<file path="src/rtl/user_nmi_guard_pkg.sv">
// user_nmi_guard_pkg
// Shared types and constants for the user NMI guard bridge:
//   state_t            - bridge FSM states (IDLE, REQ, RESP, ERR)
//   DEFAULT_ERR_RDATA  - read data returned on an aborted access
//   req_t              - registered core request {addr, wdata, wstrb}
//   addr_in_window()   - inclusive unsigned window check
// FLASH_START_ADDR falls back to 32'h3000_0000 when the build does not define it.

`ifndef FLASH_START_ADDR
`define FLASH_START_ADDR 32'h3000_0000
`endif

package user_nmi_guard_pkg;

    typedef enum logic [1:0] {
        IDLE,
        REQ,
        RESP,
        ERR
    } state_t;

    localparam logic [31:0] DEFAULT_ERR_RDATA = 32'hDEAD_BEEF;

    typedef struct packed {
        logic [31:0] addr;
        logic [31:0] wdata;
        logic [3:0]  wstrb;
    } req_t;

    // Bounds are passed as arguments so a full-range window does not
    // collapse into a constant comparison at the call site.
    function automatic logic addr_in_window(input logic [31:0] addr,
                                            input logic [31:0] lo,
                                            input logic [31:0] hi);
        return (addr >= lo) && (addr <= hi);
    endfunction

endpackage

</file>
<file path="src/rtl/nmi_if.sv">
// nmi_if
// Simple valid/ready memory request interface.
//   master: drives valid, addr, wdata, wstrb; receives ready, rdata
//   slave : receives valid, addr, wdata, wstrb; drives ready, rdata
// wstrb == 0 denotes a read.

interface nmi_if;
    logic        valid;
    logic        ready;
    logic [31:0] addr;
    logic [31:0] wdata;
    logic [3:0]  wstrb;
    logic [31:0] rdata;

    modport master (
        output valid, addr, wdata, wstrb,
        input  ready, rdata
    );

    modport slave (
        input  valid, addr, wdata, wstrb,
        output ready, rdata
    );
endinterface

</file>
<file path="src/rtl/user_nmi_guard_wdog.sv">
// user_nmi_guard_wdog
// Loadable / clearable stall counter with an expire flag.
// Ports:
//   clk_i, rst_n_i  clock, synchronous active-low reset
//   clr_i           force count to 0 (highest priority)
//   load_i          load load_val_i (below clr_i)
//   load_val_i      value to load
//   inc_i           increment by one; saturates instead of wrapping
//   expire_o        count has reached TIMEOUT_CYC-1

module user_nmi_guard_wdog #(
    parameter int unsigned TIMEOUT_CYC = 1024,
    parameter int unsigned CNT_W       = $clog2(TIMEOUT_CYC + 1)
) (
    input  logic             clk_i,
    input  logic             rst_n_i,
    input  logic             clr_i,
    input  logic             load_i,
    input  logic [CNT_W-1:0] load_val_i,
    input  logic             inc_i,
    output logic             expire_o
);

    localparam logic [CNT_W-1:0] CNT_LIMIT = CNT_W'(TIMEOUT_CYC - 1);
    localparam logic [CNT_W-1:0] CNT_SAT   = CNT_W'(TIMEOUT_CYC);

    logic [CNT_W-1:0] cnt_reg;

    always_ff @(posedge clk_i) begin
        if (!rst_n_i) begin
            cnt_reg <= '0;
        end else if (clr_i) begin
            cnt_reg <= '0;
        end else if (load_i) begin
            cnt_reg <= load_val_i;
        end else if (inc_i && (cnt_reg != CNT_SAT)) begin
            cnt_reg <= cnt_reg + 1'b1;
        end
    end

    assign expire_o = (cnt_reg == CNT_LIMIT);

endmodule

</file>
<file path="src/rtl/user_nmi_guard_bridge.sv">
// user_nmi_guard_bridge
// Guards a user core's nmi_if master port: registers one request at a time,
// forwards it to the crossbar only if its address lies in [ADDR_LO, ADDR_HI],
// and aborts crossbar accesses that stall for TIMEOUT_CYC cycles. Aborted
// accesses complete locally with ERR_RDATA and record a sticky error.
// Ports:
//   clk_i, rst_n_i  clock, synchronous active-low reset
//   s               nmi_if.slave from the core
//   m               nmi_if.master to the crossbar
//   err_clr_i       clears err_o / err_addr_o / err_to_o (an error set wins)
//   err_o           sticky abort flag
//   err_addr_o      address of the most recent abort
//   err_to_o        1 = last abort was a timeout, 0 = illegal address
// Optional (macro USER_NMI_GUARD_PERF_EN):
//   perf_txn_o      completed legal transactions
//   perf_stall_o    REQ cycles with m.ready low

`ifndef FLASH_START_ADDR
`define FLASH_START_ADDR 32'h3000_0000
`endif

module user_nmi_guard_bridge
    import user_nmi_guard_pkg::*;
#(
    parameter logic [4:0]  ID          = 5'd31,
    parameter int unsigned TIMEOUT_CYC = 1024,
    parameter logic [31:0] ADDR_LO     = `FLASH_START_ADDR,
    parameter logic [31:0] ADDR_HI     = 32'hFFFF_FFFF,
    parameter logic [31:0] ERR_RDATA   = DEFAULT_ERR_RDATA
) (
    input  logic        clk_i,
    input  logic        rst_n_i,
    nmi_if.slave        s,
    nmi_if.master       m,
    input  logic        err_clr_i,
    output logic        err_o,
    output logic [31:0] err_addr_o,
    output logic        err_to_o
`ifdef USER_NMI_GUARD_PERF_EN
    ,
    output logic [31:0] perf_txn_o,
    output logic [31:0] perf_stall_o
`endif
);

    localparam int unsigned CNT_W = $clog2(TIMEOUT_CYC + 1);

    state_t      state_reg, state_next;
    req_t        req_reg;
    logic [31:0] rdata_reg;
    logic        err_phase_reg;
    logic        err_reg;
    logic [31:0] err_addr_reg;
    logic        err_to_reg;

    logic        wdog_expire;
    logic        stall;
    logic        enter_err;

    assign stall = (state_reg == REQ) && !m.ready;

    user_nmi_guard_wdog #(
        .TIMEOUT_CYC (TIMEOUT_CYC),
        .CNT_W       (CNT_W)
    ) u_wdog (
        .clk_i      (clk_i),
        .rst_n_i    (rst_n_i),
        .clr_i      (state_reg != REQ),
        .load_i     (1'b0),
        .load_val_i ('0),
        .inc_i      (stall),
        .expire_o   (wdog_expire)
    );

    // ERR holds for two cycles so an illegal access answers at the same
    // point as the fastest legal one; s.ready pulses only in the second.
    always_comb begin
        state_next = state_reg;
        case (state_reg)
            IDLE: begin
                if (s.valid) begin
                    state_next = addr_in_window(s.addr, ADDR_LO, ADDR_HI) ? REQ : ERR;
                end
            end
            REQ: begin
                // Ready beats the timeout when both happen in the same cycle.
                if (m.ready) begin
                    state_next = RESP;
                end else if (wdog_expire) begin
                    state_next = ERR;
                end
            end
            RESP:    state_next = IDLE;
            ERR:     state_next = err_phase_reg ? IDLE : ERR;
            default: state_next = IDLE;
        endcase
    end

    assign enter_err = (state_next == ERR) && (state_reg != ERR);

    always_ff @(posedge clk_i) begin
        if (!rst_n_i) begin
            state_reg     <= IDLE;
            req_reg       <= '0;
            rdata_reg     <= '0;
            err_phase_reg <= 1'b0;
            err_reg       <= 1'b0;
            err_addr_reg  <= '0;
            err_to_reg    <= 1'b0;
        end else begin
            state_reg     <= state_next;
            err_phase_reg <= (state_reg == ERR) && !err_phase_reg;

            if ((state_reg == IDLE) && s.valid) begin
                req_reg <= '{addr: s.addr, wdata: s.wdata, wstrb: s.wstrb};
            end

            if ((state_reg == REQ) && m.ready) begin
                rdata_reg <= m.rdata;
            end else if (enter_err) begin
                rdata_reg <= ERR_RDATA;
            end

            if (enter_err) begin
                err_reg      <= 1'b1;
                // An illegal request is rejected before req_reg is loaded.
                err_addr_reg <= (state_reg == IDLE) ? s.addr : req_reg.addr;
                err_to_reg   <= (state_reg == REQ);
            end else if (err_clr_i) begin
                err_reg      <= 1'b0;
                err_addr_reg <= '0;
                err_to_reg   <= 1'b0;
            end
        end
    end

    assign m.valid    = (state_reg == REQ);
    assign m.addr     = req_reg.addr;
    assign m.wdata    = req_reg.wdata;
    assign m.wstrb    = req_reg.wstrb;
    assign s.ready    = (state_reg == RESP) || ((state_reg == ERR) && err_phase_reg);
    assign s.rdata    = rdata_reg;
    assign err_o      = err_reg;
    assign err_addr_o = err_addr_reg;
    assign err_to_o   = err_to_reg;

`ifdef USER_NMI_GUARD_PERF_EN
    logic [31:0] perf_txn_reg;
    logic [31:0] perf_stall_reg;

    always_ff @(posedge clk_i) begin
        if (!rst_n_i || err_clr_i) begin
            perf_txn_reg   <= '0;
            perf_stall_reg <= '0;
        end else begin
            if ((state_reg == REQ) && m.ready) begin
                perf_txn_reg <= perf_txn_reg + 32'd1;
            end
            if (stall) begin
                perf_stall_reg <= perf_stall_reg + 32'd1;
            end
        end
    end

    assign perf_txn_o   = perf_txn_reg;
    assign perf_stall_o = perf_stall_reg;
`else
    // Performance counters not built.
`endif

endmodule

</file>
<file path="src/flat_wrapper.sv">
// flat-port wrapper written by rule: the top's interface ports become plain ports
module user_nmi_guard_bridge_flat import user_nmi_guard_pkg::*;
#(
    parameter logic [4:0]  ID          = 5'd31,
    parameter int unsigned TIMEOUT_CYC = 1024,
    parameter logic [31:0] ADDR_LO     = `FLASH_START_ADDR,
    parameter logic [31:0] ADDR_HI     = 32'hFFFF_FFFF,
    parameter logic [31:0] ERR_RDATA   = DEFAULT_ERR_RDATA
)
  (clk_i, rst_n_i, err_clr_i, err_o, err_addr_o, err_to_o, s_valid, s_addr, s_wdata, s_wstrb, s_ready, s_rdata, m_valid, m_addr, m_wdata, m_wstrb, m_ready, m_rdata);
  nmi_if s_i ();
  nmi_if m_i ();
  input  logic clk_i;
  input  logic rst_n_i;
  input  logic err_clr_i;
  output logic err_o;
  output logic [31:0] err_addr_o;
  output logic err_to_o;
  input wire logic [$bits(s_i.valid)-1:0] s_valid;
  input wire logic [$bits(s_i.addr)-1:0] s_addr;
  input wire logic [$bits(s_i.wdata)-1:0] s_wdata;
  input wire logic [$bits(s_i.wstrb)-1:0] s_wstrb;
  output wire logic [$bits(s_i.ready)-1:0] s_ready;
  output wire logic [$bits(s_i.rdata)-1:0] s_rdata;
  output wire logic [$bits(m_i.valid)-1:0] m_valid;
  output wire logic [$bits(m_i.addr)-1:0] m_addr;
  output wire logic [$bits(m_i.wdata)-1:0] m_wdata;
  output wire logic [$bits(m_i.wstrb)-1:0] m_wstrb;
  input wire logic [$bits(m_i.ready)-1:0] m_ready;
  input wire logic [$bits(m_i.rdata)-1:0] m_rdata;
  assign s_i.valid = s_valid;
  assign s_i.addr = s_addr;
  assign s_i.wdata = s_wdata;
  assign s_i.wstrb = s_wstrb;
  assign s_ready = s_i.ready;
  assign s_rdata = s_i.rdata;
  assign m_valid = m_i.valid;
  assign m_addr = m_i.addr;
  assign m_wdata = m_i.wdata;
  assign m_wstrb = m_i.wstrb;
  assign m_i.ready = m_ready;
  assign m_i.rdata = m_rdata;
  user_nmi_guard_bridge #(.ID(ID), .TIMEOUT_CYC(TIMEOUT_CYC), .ADDR_LO(ADDR_LO), .ADDR_HI(ADDR_HI), .ERR_RDATA(ERR_RDATA)) u_core (.clk_i(clk_i), .rst_n_i(rst_n_i), .s(s_i), .m(m_i), .err_clr_i(err_clr_i), .err_o(err_o), .err_addr_o(err_addr_o), .err_to_o(err_to_o));
endmodule
</file>
<file path="config.mk">
export PLATFORM = sky130hd
export DESIGN_NAME = user_nmi_guard_bridge_flat
export DESIGN_NICKNAME = d
export VERILOG_FILES = /design/src/rtl/user_nmi_guard_pkg.sv /design/src/rtl/nmi_if.sv /design/src/rtl/user_nmi_guard_wdog.sv /design/src/rtl/user_nmi_guard_bridge.sv /design/src/flat_wrapper.sv
export SDC_FILE = /design/constraint.sdc
export NUM_CORES = 1
export LEC_CHECK = 0
export BUFFER_PORTS_ARGS = -buffer_cell sky130_fd_sc_hd__buf_2
export CAP_MARGIN = 10
export CELL_PAD_IN_SITES_DETAIL_PLACEMENT = 1
export CELL_PAD_IN_SITES_GLOBAL_PLACEMENT = 1
export CORE_MARGIN = 4
export CORE_UTILIZATION = 38
export DETAILED_ROUTE_END_ITERATION = 6
export PLACE_DENSITY = 0.95
export SYNTH_ARGS = -nofsm -noshare
export SYNTH_HDL_FRONTEND = slang
export SYNTH_SLANG_ARGS = --single-unit
</file>
<file path="constraint.sdc">
create_clock -name clk_i -period 5.4 [get_ports clk_i]
set_input_delay 0.81 -clock clk_i [delete_from_list [all_inputs] [get_ports clk_i]]
set_output_delay 0.81 -clock clk_i [all_outputs]
set_load 0.02 [all_outputs]
</file>
==> flow_summary.yaml <==
worst_setup_path:
  crit_fanout: 69
  slowest_delay_ns: 0.82
  cp_data_required_time_ns: 5.72
  cp-start-kind: "flop"
  worst_setup_path_end_kind: "flop"
  path_class: "flop to flop"
  crit_slowest_cell: "nor2_4"
  arrival_ns: 3.03
  path_cells: "nor2_4 > and2_2 > buf_4 > nand2_1 > a21boi_0"
placed_design:
  post-place-cells: 1110
  place_ws_ns: 2.67
  gp_congestion: 0.774
  portBuffers: 240
  dp_hpwl_microns: 13900
  post_dp_cell_area_sq_um: 7510
timing:
  layout_min_cycle_time_ns: 2.71
  fin_crit_sh: 0.501
  fin_tns_setup_ns: 0
  finalHoldViolCount: 0
  holdWs_ns: 0.457
  worst_slack_ns: 2.69
  drv_slew: 0
  clock_skew_ns: 0.00915
  slew_headroom: 0.220
  max_freq_ghz: 0.369
  worst_pin_slew_ns: 1.17
  rsz0062_at_grt: "false"
  setup_viol: 0
clocking:
  post-cts-setup-buffer-count: 0
  postCtsHoldBufs: 0
  clkSinkCount: 148
  clk_latency_ns: 0.42
  numCtsBuffers: 17
  cts.repair.resized: 0
  cts-root-buf: "clkbuf_16"
  cts_tree: "yes"
  clk_pin_slew_worst_paths_ns: 0.06
  cts-htree-levels: 4
  clk_path_buf_depth: 2
power:
  power_density_nw_per_um2: 343
  power_mw: 2.77
  p_leak_nw: 3.75
  peakVddDrop_uv: 234
global_routing:
  first_global_vias: 6008
  busiest_layer: "met2"
  antenna_found_initial: 3
  track_usage: 0.209
  grt_overflow: 0
  grt_max_degree: 92
  grt_use_met3: 0.0859
  grt_pass1_wl_microns: 30800
  grtUsageMet1: 0.239
  use_met2: 0.340
synth:
  synth_cell_type_count: 35
  ys_ff_latch: 148
  syn_area_sq_um: 6230
  synth_most_common_cell: "nand2_1"
  synth.top_cell.area_share: 0.476
  synthTopCellsByCount: "178 x nand2_1, 148 x dfxtp_1, 73 x a21boi_0"
  synth_nets: 815
  yosysSeqAreaShare: 0.476
  syn_inst: 708
  async_flop_share: 0
  yosys_most_used_dff: "dfxtp_1"
  synth_edf_count: 0
  yosysWarningCount: 0
  synthTopCellsByArea: "dfxtp_1 48%, nand2_1 11%, a21boi_0 8.8%, mux2_2 5.8%, mux2i_1 5.3%"
  avgSynthCellArea_sq_um: 8.80
  synth_top_cell_by_area: "dfxtp_1"
finish:
  layout-drive-gt1-share: 0.338
  stdcell_area_sq_um: 8070
  postLayoutCoreUtil: 0.505
  area_growth_pct: 29.6
  fin_cells: 1144
  fin_nets: 1020
detailed_routing:
  antenna_left: 0
  drt_iter0_drc: 250
  wire_per_inst_microns: 17.5
  drt-total-wl_microns: 20000
  drt-pass1-iter-count: 5
  vias: 5756
  drcViolationCount: 0
  vias_per_cell: 5.03
die:
  rows: 46
  io_pins: 241
  core_area_sq_um: 16000
  start_util: 0.389
  die_h_microns: 136
  dieArea_sq_um: 18500
  die_w_microns: 136
run:
  cap_violations: 0
status:
  outcome: "complete, no violations"
min_path:
  hold_path_class: "flop to flop"
-- area by class of cell --
cell class	instances	area [sq um]
Antenna cell	2	5.00
Clock buffer	23	478
Multi-Input combinational cell	495	3010
Inverter	6	22.5
Fill cell	1961	7930
Timing Repair Buffer	245	1240
Tap cell	216	270
Sequential cell	148	2960
Clock inverter	9	78.8
-- final timing paths --
check,endpoint,slack (ns),cells past startpoint,startpoint
worst max register to register,u_core.m.addr[16],2.69,5,u_core.state_reg[0]
worst max-delay path,u_core.m.addr[16],2.69,5,u_core.state_reg[0]
worst min register to register,u_core.m.wdata[0],0.46,2,u_core.m.wdata[0]
worst min-delay path,u_core.m.wdata[0],0.46,2,u_core.m.wdata[0]
-- power by group --
part | total, mW | internal, mW | switching [mW]
combinational | 0.450 | 0.170 | 0.280
clock | 1.12 | 0.667 | 0.453
sequential | 1.20 | 1.16 | 0.0385
total | 2.77 | 2.00 | 0.771
-- layout by cell type (no fill, tap or decap), drive strengths merged, types with 4 or more instances in the layout --
cell and n:
dfxtp 148, a21oi 28, clkbuf 23, nand3 4
mux2i 33, nor2 36, a21boi 73, clkinv 6
nand2 178, mux2 32, buf 245, xnor2 7
and3 8, o21ai 26, a32o 8, nor4 5
nand3b 33, inv 6
-- critical path: cells and delay by family, from the launching register on --
kind	cells	cell delay (ns)
AOI/OAI and AO/OA	1	0.26
DFF	1	0.38
and+or+nand+nor	3	1.33
buffers and inverters	1	0.59
-- per-layer routing --
layer  vias to the layer above  part of all wire
met3                        43             0.095
met1                      2707              0.39
li1                       2800                 -
met4                         2             0.032
met5                         -           0.00035
met2                       204              0.48
-- logic make-up after synthesis --
family | share of synthesized area
compound gates | 0.148
fa+ha+maj | 0.00402
flops | 0.476
buf+inv | 0.0444
mux | 0.111
simple gates | 0.207
xor+xnor | 0.00984
(Power assumes the default switching activity.)
